File: config.mk
export PLATFORM = sky130hd
export DESIGN_NAME = mult_hazard_unit
export DESIGN_NICKNAME = d
export VERILOG_FILES = /design/src/rtl/mult_hazard_unit.sv
export SDC_FILE = /design/constraint.sdc
export NUM_CORES = 1
export LEC_CHECK = 0
export CAP_MARGIN = 20
export CORE_MARGIN = 1.5
export CORE_UTILIZATION = 42
export CTS_BUF_LIST = sky130_fd_sc_hd__clkbuf_8
export CTS_CLUSTER_SIZE = 30
export DETAILED_ROUTE_END_ITERATION = 7
export GPL_TIMING_DRIVEN = 0
export PLACE_DENSITY = 0.88
export SKIP_LAST_GASP = 1
export SYNTH_ARGS = -nofsm -noshare
export SYNTH_HDL_FRONTEND = slang
export SYNTH_SLANG_ARGS = --single-unit
File: constraint.sdc
create_clock -name clk -period 2.2 [get_ports clk]
set_input_delay 0.55 -clock clk [delete_from_list [all_inputs] [get_ports clk]]
set_output_delay 0.55 -clock clk [all_outputs]
set_load 0.01 [all_outputs]
File: src/rtl/mult_hazard_unit.sv
// Hazard detection and stall control for a 5-stage pipeline with a multi-cycle EX multiplier.
// It handles load-use stalls, MULT occupancy of EX, and a saturating stall-cycle counter.
module mult_hazard_unit #(
  parameter int unsigned MULT_LAT = 4,
  parameter int unsigned CNT_W    = 16
) (
  input  logic             clk,
  input  logic             arst_n,
  input  logic [4:0]       IFID_Rs1,
  input  logic [4:0]       IFID_Rs2,
  input  logic             IFID_UsesRs2,
  input  logic [4:0]       IDEX_Rd,
  input  logic             IDEX_MemRead,
  input  logic             IDEX_IsMult,
  input  logic             flush,
  input  logic             stat_clr,
  output logic             PC_Write,
  output logic             IFID_Write,
  output logic             IDEX_Write,
  output logic             IDEX_Bubble,
  output logic             EXMEM_Bubble,
  output logic             mult_busy,
  output logic             mult_done,
  output logic [CNT_W-1:0] stall_cycles
);

  typedef enum logic {
    IDLE = 1'b0,
    BUSY = 1'b1
  } state_t;

  localparam logic [3:0] CNT_INIT = 4'(MULT_LAT - 2);

  state_t     state;
  logic [3:0] cnt;
  logic       mult_issue;
  logic       mult_stall;
  logic       load_use;
  logic       rd_match;

  always_comb begin
    rd_match   = (IDEX_Rd == IFID_Rs1) || (IFID_UsesRs2 && (IDEX_Rd == IFID_Rs2));
    mult_issue = (state == IDLE) && IDEX_IsMult && !flush;
    // An illegal MULT+load combination is treated as a MULT, so IsMult masks load-use.
    load_use   = (state == IDLE) && !flush && IDEX_MemRead && !IDEX_IsMult &&
                 (IDEX_Rd != 5'd0) && rd_match;
    mult_stall = mult_issue || ((state == BUSY) && (cnt != 4'd0) && !flush);
    mult_done  = (state == BUSY) && (cnt == 4'd0) && !flush;

    PC_Write     = !(mult_stall || load_use);
    IFID_Write   = !(mult_stall || load_use);
    IDEX_Write   = !mult_stall;
    IDEX_Bubble  = load_use;
    EXMEM_Bubble = mult_stall;
    mult_busy    = (state == BUSY);
  end

  always_ff @(posedge clk or negedge arst_n) begin
    if (!arst_n) begin
      state <= IDLE;
      cnt   <= '0;
    end else begin
      case (state)
        IDLE: begin
          if (mult_issue) begin
            cnt   <= CNT_INIT;
            state <= BUSY;
          end
        end
        BUSY: begin
          if (flush || (cnt == 4'd0)) begin
            state <= IDLE;
          end else begin
            cnt <= cnt - 4'd1;
          end
        end
        default: state <= IDLE;
      endcase
    end
  end

  always_ff @(posedge clk or negedge arst_n) begin
    if (!arst_n) begin
      stall_cycles <= '0;
    end else if (stat_clr) begin
      stall_cycles <= '0;
    end else if (!PC_Write && (stall_cycles != '1)) begin
      stall_cycles <= stall_cycles + 1'b1;
    end
  end

endmodule

* After elaboration in Yosys (flattened, before gate mapping)
Cells that the tools add are included.
** Operators by class
- $add $sub $neg :: 2
- Equality and inequality tests :: 5
- Mux-type cells :: 8
- Bitwise logic cells :: 1
- Reductions and logical operators :: 26
** Operators with widths (number)
- 16-bit two-way mux :: 2
- 16-bit by 1-bit adder with 16-bit output (second input constant) :: 1
- 16-bit != test (second input constant) :: 1
- 1-bit logical AND :: 13
- 5-bit == test :: 2
- 4-bit two-way mux :: 2
- 4-bit one-hot mux with 2 select lines :: 1
- 5-bit nonzero test :: 1
- 1-bit zero test :: 4
- 4-bit zero test :: 1
- 1-bit logical OR :: 4
- 2-bit != test (second input constant) :: 2
- 4-bit nonzero test :: 1
- 4-bit by 1-bit subtractor with 4-bit output (second input constant) :: 1
- 1-bit two-way mux :: 2
- 1-bit one-hot mux with 2 select lines :: 1
- 2-bit AND reduction :: 1
- 2-bit nonzero test :: 1
- 1-bit NOT :: 1
** Word-level totals
- Flip-flop bits (word level) :: 21
- Input port bits :: 22

* Longest topological paths before layout
Gate-level depths: netlist of the first run.
- Word-level depth :: 10
- Mapped depth :: 10
- Mapped depth without buffers :: 8

* Worst setup path before layout of the first run
Ideal clock, no wire load.
- Path type :: flip-flop to output port
- From :: reg cnt[0]
- To :: out PC_Write
- Data arrival time :: 1.838 ns
- Data required time :: 1.650 ns
- Path slack :: -0.188 ns
- Stages on the path, launching flop included :: 8
- Path through :: dfrtp_1 inv_1 ha_1 or3b_4 a21oi_4 inv_1 a21oi_2 buf_4
** On the way
- Cells in the longest elaborated chain, start to end :: 6
** Ends and longest elaborated chain
- start, declared :: RTL line 35 : logic [3:0] cnt;
- start signal, assigned :: RTL line 74 : cnt <= cnt - 4'd1;
- 4-bit nonzero test :: RTL line 47 : mult_stall = mult_issue || ((state == BUSY) && (cnt != 4'd0) && !flush);
- 1-bit logical AND (2 in a row) :: RTL line 47
- 1-bit logical OR :: RTL line 47
- named net EXMEM_Bubble :: RTL line 21 : output logic EXMEM_Bubble,
- 1-bit logical OR
- 1-bit zero test
- end, declared :: RTL line 17 : output logic PC_Write,
The timed path passes the listed nets, and every way through them passes these cells.

* Final worst setup path of the first run
- From :: reg cnt[1]
- To :: out PC_Write
** On the way
- Cells in the longest elaborated chain, start to end :: 6
** Ends and longest elaborated chain
- 4-bit nonzero test :: RTL line 47
- 1-bit logical AND (2 in a row) :: RTL line 47
- 1-bit logical OR :: RTL line 47
- 1-bit logical OR :: RTL line 50 : PC_Write = !(mult_stall || load_use);
- 1-bit zero test :: RTL line 50
Every way passes these cells.

==> results of run 1 <==
==> metal layers <==
metal	track usage	share of wire
met4	0.162	0.053
met3	0.0374	0.073
met5	0	0
met2	0.402	0.49
met1	0.297	0.38
==> cell usage after synthesis (2+ instances only) <==
cell type   n
nor3_1      4
a31oi_1     2
nor2_1     10
xor2_1      2
nand2_1    14
dfrtp_1    21
o21ai_0    10
nand3_1     9
or2_2       2
a21oi_2     2
or3_1       8
o21ba_2     2
nor2b_1     3
xnor2_1    11
ha_1        3
nor4_1      2
or4_1       3
nand4_1     4
o31ai_1     2
a21oi_1    11
inv_1       5
buf_4       3
==> power by group through the flow <==
stage               clock (mW)  combinational [mW]  sequential (mW)
floorplan                    0               0.197            0.468
global placement             0               0.336            0.468
detailed placement           0               0.347            0.471
CTS                      0.256               0.481            0.457
global route             0.282               0.609            0.471
finish                   0.262               0.573            0.468
==> per-stage QoR <==
step                setup TNS [ps]  area [um2]   util  total power, mW  cells
floorplan                    -47.0        1320      -            0.664    146
global placement            -10540        1800  0.598            0.804    223
detailed placement          -11070        1800  0.598            0.818    223
CTS                           -730        2030  0.677             1.19    244
global route                 -2990        2130  0.711             1.36    249
finish                       -1700        2130  0.711             1.30    249
==> final cells by class <==
type                            count  area share
Multi-Input combinational cell    116       0.414
Timing Repair Buffer               66       0.273
Sequential cell                    21       0.246
Clock buffer                        3      0.0193
Tap cell                           33      0.0193
Buffer                              4      0.0176
Inverter                            5     0.00879
Clock inverter                      1     0.00234
==> repair_timing <==
action                                  in CTS  in global routing
buffers inserted                            17                  5
gates resized for setup                     66                 25
endpoints found under the setup margin      21                 20
pin swaps                                   20                 22
==> cells by family after synthesis <==
group / Yosys count
AND/OR/NAND/NOR: 65
AO/OA/AOI/OAI: 34
flip-flops: 21
XOR/XNOR: 13
buffers and inverters: 9
adder cells (fa/ha/maj): 3
multiplexers: 1
==> worst max-delay path: stages, from the launching register on <==
cell and delay (ps):
dfrtp_1 420, inv_2 100, ha_4 130, or3b_4 400
a21oi_4 140, inv_2 70, a21oi_4 180, buf_6 120
buf_6 80
==> sequential cells by signal, summed over array words and instances, names as in the netlist <==
| name | flops |
|---|---|
| stall_cycles | 16 |
| mult_busy | 1 |
| cnt | 4 |
==> placed cells by master, fill, tap and decap left out, types with 2 or more instances in the layout <==
| cell type | instances |
|---|---|
| a21oi_1 | 6 |
| a21oi_2 | 4 |
| a21oi_4 | 4 |
| buf_2 | 4 |
| buf_4 | 16 |
| buf_6 | 11 |
| clkbuf_2 | 3 |
| clkbuf_8 | 3 |
| clkdlybuf4s50_1 | 20 |
| dfrtp_1 | 21 |
| dlygate4sd2_1 | 13 |
| ha_1 | 2 |
| inv_1 | 2 |
| inv_2 | 3 |
| nand2_1 | 14 |
| nand3_1 | 9 |
| nand4_1 | 4 |
| nor2_1 | 9 |
| nor2b_1 | 2 |
| nor3_1 | 3 |
| nor3_2 | 2 |
| nor4_1 | 2 |
| o21ai_0 | 8 |
| o21ai_1 | 2 |
| o21ba_2 | 2 |
| o31ai_1 | 2 |
| or2_2 | 2 |
| or3_1 | 5 |
| or3_4 | 3 |
| or4_4 | 2 |
| xnor2_1 | 10 |
==> final timing paths <==
| kind | startpoint | endpoint | depth (start not counted) |
|---|---|---|---|
| worst max-delay path | cnt[1] | PC_Write | 8 |
| worst min-delay path | cnt[3] | cnt[3] | 2 |
| worst max register to register | cnt[1] | stall_cycles[1] | 11 |
| worst min register to register | cnt[3] | cnt[3] | 2 |
| max in group asynchronous | arst_n | stall_cycles[13] | 1 |
| min in group asynchronous | arst_n | stall_cycles[10] | 1 |
==> summary.txt, run 1 <==
Timing
  – Fin. max-slew vios: 0
  – RSZ-0062 raised after global routing: true
  – Final setup vio count: 19
  – Final Critical Period: about 2500 ps
  – Worst Setup Slack, final: -269 ps
  – Highest clock rate: about 0.41 GHz
  – Fin Hold WS: ~600 ps
  – Clk_skew: 5.83 ps
  – Worst slew margin: 0.387
  – Final Hold Violating Endpoints: 0
  – Crit share post-route: 1.12
  – Worst-Margin Slew: 917 ps

Setup path
  – Data required time of the worst path: 1650 ps
  – Critical path data arrival time: 1920 ps
  – Startpoint Class: flop
  – R2R Setup Slk: -110 ps
  – CP max FO: 3
  – Critical path type: flop to output port
  – CP Capture Type: output port

Yosys
  – Main combinational cell family by area after synthesis: simple AND/OR/NAND/NOR gates
  – Post-Syn Instances: approximately 150
  – Synth warn: 0
  – Syn Std Cell Area: 1310 um2
  – Synth top area share: 0.402
  – Synth Register Bits: 21
  – Async set or reset register ratio after synthesis: 1.00
  – Mux contribution to synthesized area: 0.00766
  – Commonest register cell after synthesis: dfrtp_1
  – Cell taking the most area after synthesis: dfrtp_1
  – Synth Area in Adders: 0.0287
  – Sequential share of the synthesized area: 0.402
  – Netlist cell types: 35
  – Mapped Nets: roughly 170
  – Avg Inst Size Synth: between 8 and 9 um2
  – Synth Area in XOR/XNOR: 0.0871
  – Post-synth EDFFs: 0
  – Post-synthesis simple-gate area fraction: 0.268
  – Synth area leaders: dfrtp_1 (40%), xnor2_1 (7.4%), a21oi_1 (4.2%)
  – Synth Area in Compound Gates: 0.172

Pwr
  – Internal Power: 0.860 mW
  – P_leak: 0.860 nW
  – Combinational group share of total power: 0.440
  – Max IR drop VDD: 0.311 mV
  – Psw: between 0.4 and 0.5 mW
  – Switching Share: 0.340
  – Flop pwr share: 0.359
  – Power Density: 611 nW/um2
  – Clock power frac: 0.201

Worst hold path
  – Hold WC Path Type: flop to flop

Clock tree
  – CTS tree: built
  – Worst-path clk slew: about 80 ps
  – Sink Count: 21
  – Max H-tree Level: 1
  – CTS Buf Count: 3
  – Clk buf depth: 2
  – CTS root buf: clkbuf_8
  – Latest clock arrival within the worst-skew pair: about 260 ps
  – Quantity of hold-fixing buffers added after cts: 0

Route
  – Vias/cell: 6.14
  – Starting DRT DRC Count: 102
  – Post-route ant nets: 0
  – Final WL: 4510 um
  – First-pass iteration count of the detailed router: 5
  – Drt wl/cell: 18.1 um
  – Via count: 1528
  – Drt drc: 0

Floorplanning
  – DIE AREA: 3460 um2
  – Number of core rows: 20
  – Core Region: about 3000 um2
  – Die Wd: 58.8 um
  – Die Y: 58.8 um
  – IO Count: 45
  – Initial core utilization: 0.435

Finish
  – Fillers: 214
  – Layout cells sized above 1: 0.333
  – Area Overhead vs Synth: 63.3%
  – FF/Latch Area: roughly 530 um2
  – Antenna diodes: 0
  – Post-layout net count: 242
  – Area of the multi-input gates: about 880 um2

GRT
  – Remaining Overflow, GRT: 0
  – Global-route wire length before repair: 6430 um
  – GRT Util Overall: 0.245
  – Initial antenna violation count: 0
  – Vias in the first global route: between 1000 and 1500
  – Largest net degree at the start of global routing: 22

Place
  – Port Buffers: 44
  – DP HPWL: ~2300 um
  – Pre-CTS setup slack: -865 ps
  – Gpl congestion: 0.805

Outcome
  – Failing checks: negative setup slack
  – Status: finished with violations

Run
  – Max Cap Viol: 0
No activity file was read; power rests on OpenSTA's default activity.
==> run 2, diff against run 1 <==
--- a/config.mk
+++ b/config.mk
@@ -17,3 +17,4 @@
 export SYNTH_ARGS = -nofsm -noshare
 export SYNTH_HDL_FRONTEND = slang
 export SYNTH_SLANG_ARGS = --single-unit
+export TNS_END_PERCENT = 1
==> run 2 against run 1 <==
- the flow still finishes with violations (negative setup slack)
- routed wire length shrank 19%
- clock-buffer cell count did not move
- via count decreased by 9.0%
- setup slack improved by 26 ps
- utilization is 4.2 points lower
- critical path depth decreased by 2
- critical endpoint is now IDEX_Bubble
- largest cell class unchanged
==> summary.txt, run 2 (synthesized netlist as in run 1, its figures left out) <==
Route
  – Starting DRT DRC Count: 87 (was 102)
  – Drt drc: 0 (unchanged)
  – Final WL: 3640 um (was 4510 um)
  – First-pass iteration count of the detailed router: 4 (was 5)
  – Post-route ant nets: 0 (unchanged)
  – Vias/cell: 5.77 (was 6.14)
  – Via count: 1391 (was 1528)
  – Drt wl/cell: 15.1 um (was 18.1 um)

Timing
  – Fin Hold WS: 570 ps (was 601 ps)
  – Highest clock rate: 0.409 GHz (was 0.405 GHz)
  – Final Critical Period: 2440 ps (was 2470 ps)
  – Worst slew margin: 0.386 (was 0.387)
  – Worst-Margin Slew: 918 ps (was 917 ps)
  – Fin Setup TNS: -2600 ps (was -1700 ps)
  – Worst Setup Slack, final: -243 ps (was -269 ps)
  – RSZ-0062 raised after global routing: true (unchanged)
  – Fin. max-slew vios: 0 (unchanged)
  – Final Hold Violating Endpoints: 0 (unchanged)
  – Final setup vio count: 20 (was 19)
  – Clk_skew: 3.18 ps (was 5.83 ps)
  – Crit share post-route: 1.11 (was 1.12)

Floorplanning
  – Core Region: 3000 um2 (unchanged)
  – Number of core rows: 20 (unchanged)
  – Initial core utilization: 0.435 (unchanged)
  – Die Wd: 58.8 um (unchanged)
  – IO Count: 45 (unchanged)
  – Die Y: 58.8 um (unchanged)
  – DIE AREA: 3460 um2 (unchanged)

Outcome
  – Failing checks: negative setup slack (unchanged)
  – Status: finished with violations (unchanged)

Finish
  – Max FFs per register: 16 (unchanged)
  – Fillers: 230 (was 214)
  – Register name with the most flops: stall_cycles (unchanged)
  – Area of the multi-input gates: 803 um2 (was 883 um2)
  – Fin area: 2010 um2 (was 2130 um2)
  – Area Overhead vs Synth: 53.6% (was 63.3%)
  – Final Util: 0.669 (was 0.711)
  – FF/Latch Area: 526 um2 (unchanged)
  – Layout cells sized above 1: 0.216 (was 0.333)
  – Most common cell after layout, fill and taps aside: clkdlybuf4s50_1 (was dfrtp_1)
  – Post-layout net count: 234 (was 242)
  – Commonest non-fill, non-tap cells in the layout: clkdlybuf4s50_1 (26), dfrtp_1 (21), nand2_1 (14), buf_4 (14), dlygate4sd2_1 (12) (was dfrtp_1 (21), clkdlybuf4s50_1 (20), buf_4 (16), nand2_1 (14), dlygate4sd2_1 (13))
  – Antenna diodes: 0 (unchanged)

Setup path
  – RR Endpoint: stall_cycles[1] (unchanged)
  – Reg2reg path depth: 11 (unchanged)
  – Slowest cell on crit path: or4b_4 (was dfrtp_1)
  – Startpoint Class: primary input (was flop)
  – CP dominant cell by count: buf_6
  – RR Startpoint: cnt[0] (was cnt[1])
  – Critical path data arrival time: 1890 ps (was 1920 ps)
  – Data required time of the worst path: 1650 ps (about the same)
  – CP Capture Type: output port (unchanged)
  – Critical path type: primary input to output port (was flop to output port)
  – R2R Setup Slk: -130 ps (was -110 ps)
  – Crit path largest cell delay: 520 ps (was 420 ps)
  – CP max FO: 3 (unchanged)
  – CP delay by family, top: simple AND/OR/NAND/NOR gates (was flip-flops)
  – Start point of the critical path: flush (was cnt[1])
  – Bufs and invs on worst path: 3 (was 4)
  – Critical-path cell list: dlygate4sd2_1 -> or4b_4 -> a21oi_4 -> buf_6 -> and2_4 -> buf_6 (was inv_2 -> ha_4 -> or3b_4 -> a21oi_4 -> inv_2 -> a21oi_4 -> buf_6 -> buf_6)

Worst hold path
  – Hold depth: 1 (was 2)
  – Worst Hold Launch: mult_busy (was cnt[3])
  – Hold WC Path Type: flop to flop (unchanged)
  – Hold EP: cnt[1] (was cnt[3])

Pwr
  – Clock power frac: 0.216 (was 0.201)
  – Combinational group share of total power: 0.401 (was 0.440)
  – Flop pwr share: 0.383 (was 0.359)
  – Internal Power: 0.804 mW (was 0.860 mW)
  – Max IR drop VDD: 0.271 mV (was 0.311 mV)
  – Psw: 0.402 mW (was 0.444 mW)
  – Power Density: 600 nW/um2 (was 611 nW/um2)
  – Switching Share: 0.333 (was 0.340)
  – P_leak: 0.813 nW (was 0.860 nW)

Place
  – DP HPWL: 2290 um (unchanged)
  – Gpl congestion: 0.805 (unchanged)
  – Placed cell areas: 1800 um2 (unchanged)
  – Port Buffers: 44 (unchanged)
  – Pre-CTS setup slack: -865 ps (unchanged)

Clock tree
  – CTS tree: built (unchanged)
  – Latest clock arrival within the worst-skew pair: 260 ps (about the same)
  – Worst-path clk slew: 80 ps (about the same)
  – Clk buf depth: 2 (unchanged)
  – CTS Buf Count: 3 (unchanged)
  – Quantity of hold-fixing buffers added after cts: 0 (unchanged)
  – CTS root buf: clkbuf_8 (unchanged)
  – Sink Count: 21 (unchanged)
  – Max H-tree Level: 1 (unchanged)

GRT
  – Remaining Overflow, GRT: 0 (unchanged)
  – Largest net degree at the start of global routing: 22 (unchanged)
  – Vias in the first global route: 1278 (was 1416)
  – GRT Util Overall: 0.216 (was 0.245)
  – Initial antenna violation count: 0 (unchanged)
  – Global-route wire length before repair: 5750 um (was 6430 um)

Run
  – Max Cap Viol: 0 (unchanged)
-- run 2: cell types whose count changed in the layout (fill, tap and decap cells not counted), sizes merged --
cell / previous run / this run
clkdlybuf4s50: 20 / 26
buf: 31 / 20
dlymetal6s2s: 1 / 3
clkdlybuf4s15: 1 / 0
clkbuf: 7 / 4
dlygate4sd2: 13 / 12
-- run 2: worst max path at each step --
stage | to | cells past startpoint | slack, ps
floorplan | PC_Write | 7 | -50
global placement | PC_Write | 6 | -850
detailed placement | PC_Write | 6 | -860
CTS | PC_Write | 8 | -200
global route | PC_Write | 8 | -290
finish | IDEX_Bubble | 6 | -240
-- run 2: what timing repair did --
action,4_1_cts,5_1_grt
pin swaps,6,7
gates cloned,0,0
buffers inserted,12,2
endpoints found under the setup margin,21,21
gates resized for setup,39,6
-- run 2: final cells by class --
cell class	count	area share
inverters	5	0.00935
plain buffers	4	0.0168
repair buffers	58	0.269
clock inverters	1	0.00249
flip-flops and latches	21	0.262
well taps	33	0.0206
multi-input cells	116	0.400
clock buffers	3	0.0206
-- run 2: power groups by stage --
stage | combinational [mW] | sequential, mW | clock (mW)
global route | 0.524 | 0.467 | 0.278
CTS | 0.438 | 0.460 | 0.256
detailed placement | 0.347 | 0.471 | 0
global placement | 0.336 | 0.468 | 0
finish | 0.483 | 0.462 | 0.260
floorplan | 0.197 | 0.468 | 0
-- run 2: per-layer routing --
| metal | track usage | share of wire | wire [um] | vias to the layer above |
|---|---|---|---|---|
| li1 | - | - | - | 656 |
| met1 | 0.300 | 0.44 | 1610 | 665 |
| met2 | 0.337 | 0.49 | 1760 | 61 |
| met3 | 0.0198 | 0.051 | 184 | 9 |
| met4 | 0.104 | 0.022 | 81 | 0 |
| met5 | 0 | 0 | 0 | - |
-- run 2: per-stage QoR --
step,power [mW],std cells
after floorplan,0.664,146
after global placement,0.804,223
after detailed placement,0.818,223
after CTS,1.15,239
after global routing,1.27,241
final,1.21,241
==> run 3, diff against run 2 <==
--- a/config.mk
+++ b/config.mk
@@ -7,12 +7,11 @@
 export LEC_CHECK = 0
 export CAP_MARGIN = 20
 export CORE_MARGIN = 1.5
-export CORE_UTILIZATION = 42
-export CTS_BUF_LIST = sky130_fd_sc_hd__clkbuf_8
+export CORE_UTILIZATION = 40
 export CTS_CLUSTER_SIZE = 30
 export DETAILED_ROUTE_END_ITERATION = 7
 export GPL_TIMING_DRIVEN = 0
-export PLACE_DENSITY = 0.88
+export PLACE_DENSITY = 0.85
 export SKIP_LAST_GASP = 1
 export SYNTH_ARGS = -nofsm -noshare
 export SYNTH_HDL_FRONTEND = slang
==> run 3 against run 2 <==
- the run still ends with negative setup slack left
- die area is 4.7% higher
- utilization is 3.3 points lower
- sequential power is 0.9% higher
- clock skew is 2.9 ps higher
- fmax is 2.2% lower
- hold slack worse by 9.7 ps
- register-to-register slack worse by 130 ps
- sequential share of layout area is 0.67 points higher
- critical path depth is 2 higher
- critical path type is now flop to output port
- critical endpoint is now PC_Write
==> summary.txt, run 3 (synthesized netlist as in run 1, its figures left out) <==
Outcome
  – Status: finished with violations (unchanged)
  – Failing checks: negative setup slack (unchanged)

Setup path
  – RR Endpoint: stall_cycles[1] (unchanged)
  – Critical path type: flop to output port (was primary input to output port)
  – CP max FO: 4 (was 3)
  – R2R Setup Slk: -260 ps (was -130 ps)
  – RR Startpoint: cnt[0] (unchanged)
  – Crit path largest cell delay: 430 ps (was 520 ps)
  – Slowest cell on crit path: dfrtp_1 (was or4b_4)
  – CP delay by family, top: flip-flops (was simple AND/OR/NAND/NOR gates)
  – Data required time of the worst path: 1650 ps (about the same)
  – Startpoint Class: flop (was primary input)
  – CP Capture Type: output port (unchanged)
  – Critical path data arrival time: 1950 ps (was 1890 ps)
  – Reg2reg path depth: 11 (unchanged)
  – Bufs and invs on worst path: 4 (was 3)
  – Critical-path cell list: inv_2 -> ha_4 -> or3b_4 -> a21oi_4 -> inv_2 -> a21oi_4 -> buf_6 -> buf_6 (was dlygate4sd2_1 -> or4b_4 -> a21oi_4 -> buf_6 -> and2_4 -> buf_6)

Timing
  – RSZ-0062 raised after global routing: true (unchanged)
  – Final Critical Period: 2500 ps (was 2440 ps)
  – Worst-Margin Slew: 924 ps (was 918 ps)
  – Final setup vio count: 20 (unchanged)
  – Clk_skew: 6.03 ps (was 3.18 ps)
  – Crit share post-route: 1.14 (was 1.11)
  – Fin Hold WS: 561 ps (was 570 ps)
  – Fin. max-slew vios: 0 (unchanged)
  – Worst Setup Slack, final: -299 ps (was -243 ps)
  – Highest clock rate: 0.400 GHz (was 0.409 GHz)
  – Final Hold Violating Endpoints: 0 (unchanged)
  – Worst slew margin: 0.382 (was 0.386)

Worst hold path
  – Hold WC Path Type: flop to flop (unchanged)
  – Hold EP: cnt[3] (was cnt[1])
  – Worst Hold Launch: cnt[3] (was mult_busy)
  – Hold depth: 2 (was 1)

Pwr
  – Switching Share: 0.332 (was 0.333)
  – Combinational group share of total power: 0.412 (was 0.401)
  – Power consumption: 1.10 mW (was 1.21 mW)
  – Max IR drop VDD: 0.345 mV (was 0.271 mV)
  – P_leak: 0.763 nW (was 0.813 nW)
  – Flop pwr share: 0.423 (was 0.383)
  – Power Density: 563 nW/um2 (was 600 nW/um2)
  – Clock power frac: 0.165 (was 0.216)
  – Internal Power: 0.736 mW (was 0.804 mW)
  – Psw: 0.366 mW (was 0.402 mW)

Place
  – Placed insts: 234 (was 223)
  – Port Buffers: 44 (unchanged)
  – DP HPWL: 2320 um (was 2290 um)
  – Placed cell areas: 1810 um2 (was 1800 um2)
  – Gpl congestion: 0.778 (was 0.805)

Finish
  – Commonest non-fill, non-tap cells in the layout: clkdlybuf4s50_1 (34), dfrtp_1 (21), nand2_1 (14), buf_4 (14) (was clkdlybuf4s50_1 (26), dfrtp_1 (21), nand2_1 (14), buf_4 (14), dlygate4sd2_1 (12))
  – Layout cells sized above 1: 0.199 (was 0.216)
  – Fin area: 1960 um2 (was 2010 um2)
  – Post-Layout Cell Count: 250 (was 241)
  – Register name with the most flops: stall_cycles (unchanged)
  – Most common cell after layout, fill and taps aside: clkdlybuf4s50_1 (unchanged)
  – Antenna diodes: 0 (unchanged)
  – Area Overhead vs Synth: 49.8% (was 53.6%)
  – Fillers: 254 (was 230)
  – Post-layout net count: 232 (was 234)
  – Max FFs per register: 16 (unchanged)
  – Final Util: 0.636 (was 0.669)

Route
  – Drt drc: 0 (unchanged)
  – Post-route ant nets: 0 (unchanged)
  – First-pass iteration count of the detailed router: 4 (unchanged)
  – Final WL: 3300 um (was 3640 um)
  – Starting DRT DRC Count: 42 (was 87)
  – Drt wl/cell: 13.2 um (was 15.1 um)
  – Vias/cell: 5.29 (was 5.77)
  – Via count: 1322 (was 1391)

Clock tree
  – CTS tree: built (unchanged)
  – CTS Buf Count: 3 (unchanged)
  – CTS root buf: clkbuf_4 (was clkbuf_8)
  – Clk buf depth: 2 (unchanged)
  – Sink Count: 21 (unchanged)
  – Latest clock arrival within the worst-skew pair: 300 ps (was 260 ps)
  – Quantity of hold-fixing buffers added after cts: 0 (unchanged)
  – Worst-path clk slew: 120 ps (was 80 ps)
  – Max H-tree Level: 1 (unchanged)

Floorplanning
  – Core Region: 3080 um2 (was 3000 um2)
  – IO Count: 45 (unchanged)
  – Number of core rows: 20 (unchanged)
  – Die Wd: 60.2 um (was 58.8 um)
  – Initial core utilization: 0.425 (was 0.435)
  – DIE AREA: 3620 um2 (was 3460 um2)
  – Die Y: 60.2 um (was 58.8 um)

GRT
  – Remaining Overflow, GRT: 0 (unchanged)
  – Initial antenna violation count: 0 (unchanged)
  – Vias in the first global route: 1206 (was 1278)
  – Global-route wire length before repair: 5150 um (was 5750 um)
  – GRT Util Overall: 0.187 (was 0.216)
  – Largest net degree at the start of global routing: 22 (unchanged)

Run
  – Max Cap Viol: 0 (unchanged)
[run 3: worst max path at each step]
stage               depth (start not counted)  endpoint  slack (ps)    from
floorplan                                   7  PC_Write         -50  cnt[0]
global placement                            6  PC_Write        -840   flush
detailed placement                          6  PC_Write        -850   flush
CTS                                         8  PC_Write        -320  cnt[0]
global route                                8  PC_Write        -380  cnt[0]
finish                                      8  PC_Write        -300  cnt[0]
[run 3: final cells by class]
cell class	count	area [um2]	area share
buffer	4	30.0	0.0153
inverter	5	18.8	0.00958
timing repair buffer	56	517	0.264
clock buffer	3	22.5	0.0115
tap	44	55.1	0.0281
clock inverter	1	5.00	0.00256
multi-input combinational	116	785	0.401
sequential	21	526	0.268
[run 3: what timing repair did]
action,4_1_cts,5_1_grt
resized for setup,29,2
cloned,0,0
setup endpoints to repair,20,20
setup buffers,9,3
pin swaps,4,2
[run 3: per-layer routing]
metal,wire [um],track usage
met5,0,0
met4,19,0.0444
met3,136,0.0346
met2,1670,0.306
met1,1470,0.255
[run 3: power by group through the flow]
stage	logic (mW)	clock network (mW)	registers (mW)
finish	0.455	0.182	0.466
global route	0.490	0.206	0.471
CTS	0.423	0.187	0.464
detailed placement	0.349	0	0.471
global placement	0.339	0	0.470
floorplan	0.197	0	0.468
[run 3: per-stage QoR]
step / TNS (ps) / setup WS, ps
floorplan: -47.0 / -47.0
global placement: -10420 / -838
detailed placement: -10570 / -849
CTS: -3410 / -321
global route: -5830 / -379
finish: -3800 / -299
[run 3: worst register-to-register path, stage by stage (launching register included)]
cell and delay [ps]:
dfrtp_1 430, inv_2 90, ha_4 110, or3b_4 380, a21oi_4 150, buf_4 150
a21oi_1 50, a31oi_1 300, buf_4 230, buf_4 180, mux2i_1 200, nor2_1 50
